[config.mk]
export PLATFORM = sky130hd
export DESIGN_NAME = mips_core
export DESIGN_NICKNAME = d
export VERILOG_FILES = /design/src/rtl/mips_pkg.sv /design/src/rtl/mips_hazard_unit.sv /design/src/rtl/mips_regfile.sv /design/src/rtl/mips_core.sv
export SDC_FILE = /design/constraint.sdc
export NUM_CORES = 2
export LEC_CHECK = 0
export CAP_MARGIN = 20
export CORE_MARGIN = 4
export CORE_UTILIZATION = 40
export DETAILED_ROUTE_END_ITERATION = 7
export SYNTH_ARGS = -nofsm -noshare
export SYNTH_HDL_FRONTEND = slang
export SYNTH_SLANG_ARGS = --single-unit
[constraint.sdc]
create_clock -name clk -period 69.8 [get_ports clk]
set_input_delay 13.96 -clock clk [delete_from_list [all_inputs] [get_ports clk]]
set_output_delay 13.96 -clock clk [all_outputs]
set_load 0.005 [all_outputs]
[src/rtl/mips_pkg.sv]
// Shared types for the five-stage MIPS32 subset core:
// opcodes, ALU control and the inter-stage pipeline bundles.
package mips_pkg;

  localparam logic [5:0] OP_RTYPE = 6'h00;
  localparam logic [5:0] OP_LW    = 6'h23;
  localparam logic [5:0] OP_SW    = 6'h2B;
  localparam logic [5:0] OP_BEQ   = 6'h04;
  localparam logic [5:0] OP_ADDI  = 6'h08;
  localparam logic [5:0] OP_J     = 6'h02;

  localparam logic [5:0] FN_ADD = 6'h20;
  localparam logic [5:0] FN_SUB = 6'h22;
  localparam logic [5:0] FN_AND = 6'h24;
  localparam logic [5:0] FN_OR  = 6'h25;
  localparam logic [5:0] FN_SLT = 6'h2A;

  localparam logic [1:0] FWD_RF = 2'b00;
  localparam logic [1:0] FWD_W  = 2'b01;
  localparam logic [1:0] FWD_M  = 2'b10;

  typedef enum logic [2:0] {
    ALU_ADD,
    ALU_SUB,
    ALU_AND,
    ALU_OR,
    ALU_SLT
  } alu_ctrl_e;

  typedef struct packed {
    logic [31:0] instr;
    logic [31:0] pc_plus4;
  } if_id_t;

  typedef struct packed {
    logic        reg_write;
    logic        mem_to_reg;
    logic        mem_write;
    logic        branch;
    logic        alu_src;
    alu_ctrl_e   alu_ctrl;
    logic [4:0]  rs;
    logic [4:0]  rt;
    logic [4:0]  dst;
    logic [31:0] rd1;
    logic [31:0] rd2;
    logic [31:0] imm;
    logic [31:0] pc_plus4;
  } id_ex_t;

  typedef struct packed {
    logic        reg_write;
    logic        mem_to_reg;
    logic        mem_write;
    logic [4:0]  dst;
    logic [31:0] alu_out;
    logic [31:0] wdata;
  } ex_mem_t;

  typedef struct packed {
    logic        reg_write;
    logic        mem_to_reg;
    logic [4:0]  dst;
    logic [31:0] alu_out;
    logic [31:0] rdata;
  } mem_wb_t;

  function automatic logic [31:0] sext16(input logic [15:0] v);
    return {{16{v[15]}}, v};
  endfunction

endpackage

[src/rtl/mips_hazard_unit.sv]
// Operand forwarding selects, load-use stall and
// control-flow flushes for the E stage.
module mips_hazard_unit
  import mips_pkg::*;
(
  input  logic [4:0] i_rs_d,
  input  logic [4:0] i_rt_d,
  input  logic [4:0] i_rs_e,
  input  logic [4:0] i_rt_e,
  input  logic [4:0] i_dst_e,
  input  logic       i_lw_e,
  input  logic       i_rw_m,
  input  logic [4:0] i_dst_m,
  input  logic       i_rw_w,
  input  logic [4:0] i_dst_w,
  input  logic       i_taken,
  input  logic       i_jump,
  output logic [1:0] o_fwd_a,
  output logic [1:0] o_fwd_b,
  output logic       o_stall,
  output logic       o_flush_d,
  output logic       o_flush_e
);

  logic w_m_ok;
  logic w_w_ok;
  logic w_lw_use;

  assign w_m_ok = i_rw_m && (i_dst_m != 5'd0);
  assign w_w_ok = i_rw_w && (i_dst_w != 5'd0);

  assign o_fwd_a =
    (w_m_ok && i_dst_m == i_rs_e) ? FWD_M :
    (w_w_ok && i_dst_w == i_rs_e) ? FWD_W : FWD_RF;
  assign o_fwd_b =
    (w_m_ok && i_dst_m == i_rt_e) ? FWD_M :
    (w_w_ok && i_dst_w == i_rt_e) ? FWD_W : FWD_RF;

  assign w_lw_use = i_lw_e && (i_dst_e != 5'd0) &&
    (i_dst_e == i_rs_d || i_dst_e == i_rt_d);

  // A taken branch overrides both the stall and a jump in D.
  assign o_stall   = w_lw_use && !i_taken;
  assign o_flush_e = w_lw_use || i_taken;
  assign o_flush_d = i_taken || (i_jump && !w_lw_use);

endmodule

[src/rtl/mips_regfile.sv]
// 32x32 register file; written on the falling edge so a
// same-cycle decode read already sees the writeback value.
module mips_regfile
  import mips_pkg::*;
(
  input  logic        i_clk,
  input  logic        i_reset,
  input  logic        i_we,
  input  logic [4:0]  i_wa,
  input  logic [31:0] i_wd,
  input  logic [4:0]  i_ra1,
  input  logic [4:0]  i_ra2,
  output logic [31:0] o_rd1,
  output logic [31:0] o_rd2
);

  logic [31:0] r_mem [32];

  always_ff @(negedge i_clk or posedge i_reset) begin
    if (i_reset) begin
      for (int i = 0; i < 32; i++) r_mem[i] <= '0;
    end else if (i_we && i_wa != 5'd0) begin
      r_mem[i_wa] <= i_wd;
    end
  end

  assign o_rd1 = (i_ra1 == 5'd0) ? '0 : r_mem[i_ra1];
  assign o_rd2 = (i_ra2 == 5'd0) ? '0 : r_mem[i_ra2];

endmodule

[src/rtl/mips_core.sv]
// Five-stage pipelined MIPS32 subset core with inline
// decode and ALU; regfile and hazard logic are sub-modules.
module mips_core
  import mips_pkg::*;
(
  input  logic        clk,
  input  logic        reset,
  input  logic [31:0] instr,
  input  logic [31:0] readData,
  output logic [31:0] pc,
  output logic [31:0] aluOut,
  output logic [31:0] writeData,
  output logic        memWrite,
  output logic        regWriteW
);

  logic [31:0] r_pc;
  if_id_t      r_if_id;
  id_ex_t      r_id_ex;
  ex_mem_t     r_ex_mem;
  mem_wb_t     r_mem_wb;

  logic [31:0] w_pc_plus4;
  logic [31:0] w_pc_next;
  logic [31:0] w_ins;
  logic [5:0]  w_op;
  logic [5:0]  w_fn;
  logic [4:0]  w_rs;
  logic [4:0]  w_rt;
  logic [4:0]  w_rd;
  logic [31:0] w_rd1;
  logic [31:0] w_rd2;
  logic [31:0] w_jtarget;
  logic        w_jump;
  id_ex_t      w_id_ex;
  logic [31:0] w_result_w;
  logic [1:0]  w_fwd_a;
  logic [1:0]  w_fwd_b;
  logic        w_stall;
  logic        w_flush_d;
  logic        w_flush_e;
  logic [31:0] w_src_a;
  logic [31:0] w_src_b;
  logic [31:0] w_alu_b;
  logic [31:0] w_alu;
  logic        w_taken;
  logic [31:0] w_btarget;

  assign w_pc_plus4 = r_pc + 32'd4;
  assign w_ins      = r_if_id.instr;
  assign w_op       = w_ins[31:26];
  assign w_fn       = w_ins[5:0];
  assign w_rs       = w_ins[25:21];
  assign w_rt       = w_ins[20:16];
  assign w_rd       = w_ins[15:11];
  assign w_jtarget  = {r_if_id.pc_plus4[31:28], w_ins[25:0], 2'b00};
  assign w_result_w = r_mem_wb.mem_to_reg ? r_mem_wb.rdata : r_mem_wb.alu_out;

  mips_regfile u_regfile (
    .i_clk   (clk),
    .i_reset (reset),
    .i_we    (r_mem_wb.reg_write),
    .i_wa    (r_mem_wb.dst),
    .i_wd    (w_result_w),
    .i_ra1   (w_rs),
    .i_ra2   (w_rt),
    .o_rd1   (w_rd1),
    .o_rd2   (w_rd2)
  );

  always_comb begin
    w_id_ex          = '0;
    w_jump           = 1'b0;
    w_id_ex.alu_ctrl = ALU_ADD;
    w_id_ex.rs       = w_rs;
    w_id_ex.rt       = w_rt;
    w_id_ex.rd1      = w_rd1;
    w_id_ex.rd2      = w_rd2;
    w_id_ex.imm      = sext16(w_ins[15:0]);
    w_id_ex.pc_plus4 = r_if_id.pc_plus4;
    unique case (1'b1)
      (w_op == OP_RTYPE): begin
        w_id_ex.dst       = w_rd;
        w_id_ex.reg_write = 1'b1;
        unique case (w_fn)
          FN_ADD:  w_id_ex.alu_ctrl = ALU_ADD;
          FN_SUB:  w_id_ex.alu_ctrl = ALU_SUB;
          FN_AND:  w_id_ex.alu_ctrl = ALU_AND;
          FN_OR:   w_id_ex.alu_ctrl = ALU_OR;
          FN_SLT:  w_id_ex.alu_ctrl = ALU_SLT;
          default: w_id_ex.reg_write = 1'b0;
        endcase
      end
      (w_op == OP_LW): begin
        w_id_ex.dst        = w_rt;
        w_id_ex.reg_write  = 1'b1;
        w_id_ex.mem_to_reg = 1'b1;
        w_id_ex.alu_src    = 1'b1;
      end
      (w_op == OP_SW): begin
        w_id_ex.mem_write = 1'b1;
        w_id_ex.alu_src   = 1'b1;
      end
      (w_op == OP_BEQ): begin
        w_id_ex.branch   = 1'b1;
        w_id_ex.alu_ctrl = ALU_SUB;
      end
      (w_op == OP_ADDI): begin
        w_id_ex.dst       = w_rt;
        w_id_ex.reg_write = 1'b1;
        w_id_ex.alu_src   = 1'b1;
      end
      (w_op == OP_J): w_jump = 1'b1;
      default: ;
    endcase
  end

  mips_hazard_unit u_hazard (
    .i_rs_d    (w_rs),
    .i_rt_d    (w_rt),
    .i_rs_e    (r_id_ex.rs),
    .i_rt_e    (r_id_ex.rt),
    .i_dst_e   (r_id_ex.dst),
    .i_lw_e    (r_id_ex.mem_to_reg),
    .i_rw_m    (r_ex_mem.reg_write),
    .i_dst_m   (r_ex_mem.dst),
    .i_rw_w    (r_mem_wb.reg_write),
    .i_dst_w   (r_mem_wb.dst),
    .i_taken   (w_taken),
    .i_jump    (w_jump),
    .o_fwd_a   (w_fwd_a),
    .o_fwd_b   (w_fwd_b),
    .o_stall   (w_stall),
    .o_flush_d (w_flush_d),
    .o_flush_e (w_flush_e)
  );

  assign w_src_a =
    (w_fwd_a == FWD_M) ? r_ex_mem.alu_out :
    (w_fwd_a == FWD_W) ? w_result_w : r_id_ex.rd1;
  assign w_src_b =
    (w_fwd_b == FWD_M) ? r_ex_mem.alu_out :
    (w_fwd_b == FWD_W) ? w_result_w : r_id_ex.rd2;
  assign w_alu_b = r_id_ex.alu_src ? r_id_ex.imm : w_src_b;

  always_comb begin
    w_alu = '0;
    unique case (r_id_ex.alu_ctrl)
      ALU_ADD: w_alu = w_src_a + w_alu_b;
      ALU_SUB: w_alu = w_src_a - w_alu_b;
      ALU_AND: w_alu = w_src_a & w_alu_b;
      ALU_OR:  w_alu = w_src_a | w_alu_b;
      ALU_SLT: w_alu = {31'd0, $signed(w_src_a) < $signed(w_alu_b)};
      default: w_alu = '0;
    endcase
  end

  assign w_taken   = r_id_ex.branch && (w_src_a == w_src_b);
  assign w_btarget = r_id_ex.pc_plus4 + {r_id_ex.imm[29:0], 2'b00};

  assign w_pc_next =
    w_taken ? w_btarget :
    w_stall ? r_pc :
    w_jump  ? w_jtarget : w_pc_plus4;

  always_ff @(posedge clk or posedge reset) begin
    if (reset) begin
      r_pc     <= '0;
      r_if_id  <= '0;
      r_id_ex  <= '0;
      r_ex_mem <= '0;
      r_mem_wb <= '0;
    end else begin
      r_pc <= w_pc_next;
      if (w_flush_d) r_if_id <= '0;
      else if (!w_stall) r_if_id <= '{instr: instr, pc_plus4: w_pc_plus4};
      r_id_ex  <= w_flush_e ? '0 : w_id_ex;
      r_ex_mem <= '{
        reg_write:  r_id_ex.reg_write,
        mem_to_reg: r_id_ex.mem_to_reg,
        mem_write:  r_id_ex.mem_write,
        dst:        r_id_ex.dst,
        alu_out:    w_alu,
        wdata:      w_src_b
      };
      r_mem_wb <= '{
        reg_write:  r_ex_mem.reg_write,
        mem_to_reg: r_ex_mem.mem_to_reg,
        dst:        r_ex_mem.dst,
        alu_out:    r_ex_mem.alu_out,
        rdata:      readData
      };
    end
  end

  assign pc        = r_pc;
  assign aluOut    = r_ex_mem.alu_out;
  assign writeData = r_ex_mem.wdata;
  assign memWrite  = r_ex_mem.mem_write;
  assign regWriteW = r_mem_wb.reg_write;

endmodule

==> summary.txt <==
Logic synthesis
  – Synth top area share: 34.6%
  – Main combinational cell family by area after synthesis: multiplexers
  – Distinct cells, synth: 77
  – Fraction of registers with async set/reset: 100%
  – Seq cells post-synth: 1398
  – Post-synthesis adder-cell area fraction: 2.31%
  – Most common cell in the synthesized netlist: dfrtn_1
  – Main flop type after synthesis: dfrtn_1
  – Synth area leaders: dfrtn_1 35%, mux4_2 19%, dfrtp_1 13%, o21ai_0 5.1%, a21oi_1 4.0%
  – Mux cell area share after synthesis: 20.2%
  – Synth Area in Compound Gates: 13.6%
  – Syn Nets: 6959
  – Post-synth EDFFs: 0
  – Xor-xnor portion of the synthesized cell area: 1.63%
  – Simple-Gate Fraction of Synth Area: 10.4%
  – Cell Area, Synth: 74100 um^2
  – Seq/Total Area, Yosys: 47.2%
  – Yosys warnings: 0
  – Post-synth top area cell: dfrtn_1
  – Mapped Cells: 6758
  – Syn avg cell area: 11.0 um^2
  – Synth top cells by count: 1024 x dfrtn_1, 791 x nand2_1, 753 x o21ai_0

Timing
  – Final setup TNS: 0 ns
  – Max-slew headroom: 21.6%
  – RSZ-0062 raised after global routing: no
  – Tightest Pin Transition: 1.18 ns
  – Skew final: 0.108 ns
  – Finish-stage setup viols: 0
  – Max-slew violations: 0
  – Hold Violations, Final: 0
  – Hold WS: 0.343 ns

Finish
  – Finished Cell Area: 82700 um^2
  – Nets@finish: 6693
  – Share of layout cells above drive strength 1: 17.8%
  – FILL cells: 16746
  – Sequential Area: 35000 um^2
  – Synthesis-to-finish area growth: 11.6%
  – Footprint of the multi-input gates: 36200 um^2

Critical path
  – Worst Setup End Kind: asynchronous set/reset pin
  – R2r worst-path depth: 6
  – Worst R2R Start: r_mem_wb[67]
  – Reg-to-reg setup timing slack: 31.63 ns
  – Worst EP arrival: 18.56 ns
  – Kind of critical path: primary input to asynchronous set/reset pin
  – CP required: 35.84 ns
  – CP Max Fanout: 74
  – Startpoint types: primary input
  – Worst r2r dst: u_regfile.r_mem[635]

Floorplanning
  – Chip width: 438 um
  – Die area: 192000 um^2
  – # rows: 157
  – Die Ht: 438 um
  – Io pins: 164
  – Initial core utilization: 40.3%
  – Core Region: 184000 um^2

Clock network
  – Post-CTS Setup Repair Bufs: 0
  – Cts hold-fix bufs: 0
  – Root buf cell: clkbuf_16
  – Clock buffer depth: 3
  – CTS H-tree depth: 4
  – Clock transition at the registers of the reported paths: 0.04 ns
  – CTS tree: built
  – CTS buffer count: 150
  – Post-CTS Resized: 0
  – Clk Latency, worst-skew pair: 0.82 ns
  – CTS Sinks: 1398

Detailed routing
  – Per-cell routed wire length: 25.7 um
  – Vias post-DR: 54096
  – Routed Wire Length: 233000 um
  – # DRC: 0
  – DRT Pass-1 Iters: 6
  – Via density: 5.95
  – ANT nets after route: 0
  – Initial drt markers: 5384

Pwr
  – Worst VDD drop: 0.0208 mV
  – Leakage: 0.0348 uW
  – Power Density: 23.6 nW/um^2

Global route
  – Congestion Overflow GR: 0
  – First-pass GRT wire length: 351000 um
  – Tot GR Track Use: 24.1%
  – Antenna violations before repair: 12
  – Vias in the first global route: 53693
  – Largest net degree at the start of global routing: 183

Placement
  – Final RePlAce weighted congestion: 0.923
  – Cell Area, Placed: 77300 um^2
  – Port bufs: 163
  – DPL Wire Length: 138000 um

Hold path
  – Min-delay src: u_regfile.r_mem[1023]
  – Hold Crit Class: flip-flop to flip-flop
  – Hold path cells: 0
  – Worst Hold Path EP: u_regfile.r_mem[1023]

Outcome
  – Status: finished, final reports clean

Run
  – Max cap viols: 0
==> through the flow <==
stage / setup WS (ns) / total power [uW] / std cells / utilization (%)
after floorplan: 2.09 / 1050 / 6758 / -
after global placement: 15.95 / 1130 / 8788 / 42.1
after detailed placement: 15.93 / 1130 / 8790 / 42.1
after CTS: 16.67 / 1960 / 9066 / 44.9
after global routing: 16.63 / 2030 / 9081 / 45.0
final: 17.28 / 1950 / 9085 / 45.0
==> per-layer routing <==
layer	wire length, um	GRT usage [%]	up-vias
li1	-	-	23761
met1	94500	32.5	27481
met2	110000	38.8	2341
met3	19200	4.59	511
met4	9640	9.42	2
met5	13	0	-
==> cells by family (layout without fill, tap and decap cells) <==
kind of cell | Yosys count | after routing
AND/OR/NAND/NOR | 1826 | 1826
AO/OA/AOI/OAI | 1745 | 1745
flip-flops | 1398 | 1398
buffers and inverters | 819 | 677
multiplexers | 697 | 697
XOR/XNOR | 138 | 138
adder cells (fa/ha/maj) | 135 | 135
other | 0 | 5
==> how the worst max path moves through the flow <==
stage	startpoint	endpoint	slack, ns	depth (start not counted)
after floorplan	reset	u_regfile.r_mem[0]	2.09	1
after global placement	reset	u_regfile.r_mem[521]	15.95	7
after detailed placement	reset	u_regfile.r_mem[137]	15.93	7
after CTS	reset	u_regfile.r_mem[934]	16.67	7
after global routing	reset	u_regfile.r_mem[553]	16.63	8
final	reset	u_regfile.r_mem[617]	17.28	8
==> worst max-delay path, cell delays in order <==
cell and delay [ns]:
clkdlybuf4s50_1 0.47, clkinvlp_4 0.25, buf_4 0.67, buf_4 0.80, buf_4 0.70, buf_4 0.85
buf_4 0.33, buf_16 0.33
==> sequential cells by signal, summed over array words and instances, names as in the netlist <==
signal / count
aluOut: 32
memWrite: 1
pc: 32
r_ex_mem: 7
r_id_ex: 135
r_if_id: 32
r_mem_wb: 70
regWriteW: 1
u_regfile.r_mem: 1024
w_ins: 32
writeData: 32
==> layout by cell type (no fill, tap or decap), types with 54 or more instances in the layout <==
cell / instances
dfrtn_1: 1024
o21ai_0: 753
clkdlybuf4s50_1: 163
inv_1: 98
nand2_1: 776
nand3_1: 110
and2_1: 65
ha_1: 132
xnor2_1: 84
mux4_2: 640
dfrtp_1: 362
nor2_1: 640
buf_4: 111
xor2_1: 54
a22oi_1: 90
a21oi_1: 594
clkbuf_16: 161
==> report_power, final <==
part	leakage (uW)	switching (uW)	total [uW]	internal, uW
Clock	0.00251	346	831	486
Sequential	0.0191	35.8	881	845
Combinational	0.0132	136	240	104
==> layout make-up <==
| class | count | area share, % |
|---|---|---|
| Multi-Input combinational cell | 4541 | 43.7 |
| Sequential cell | 1398 | 42.4 |
| Clock buffer | 223 | 5.49 |
| Tap cell | 2464 | 3.73 |
| Timing Repair Buffer | 296 | 3.47 |
| Clock inverter | 53 | 0.702 |
| Inverter | 105 | 0.481 |
| Antenna cell | 5 | 0.0151 |
Power figures use the tool's default switching activity.
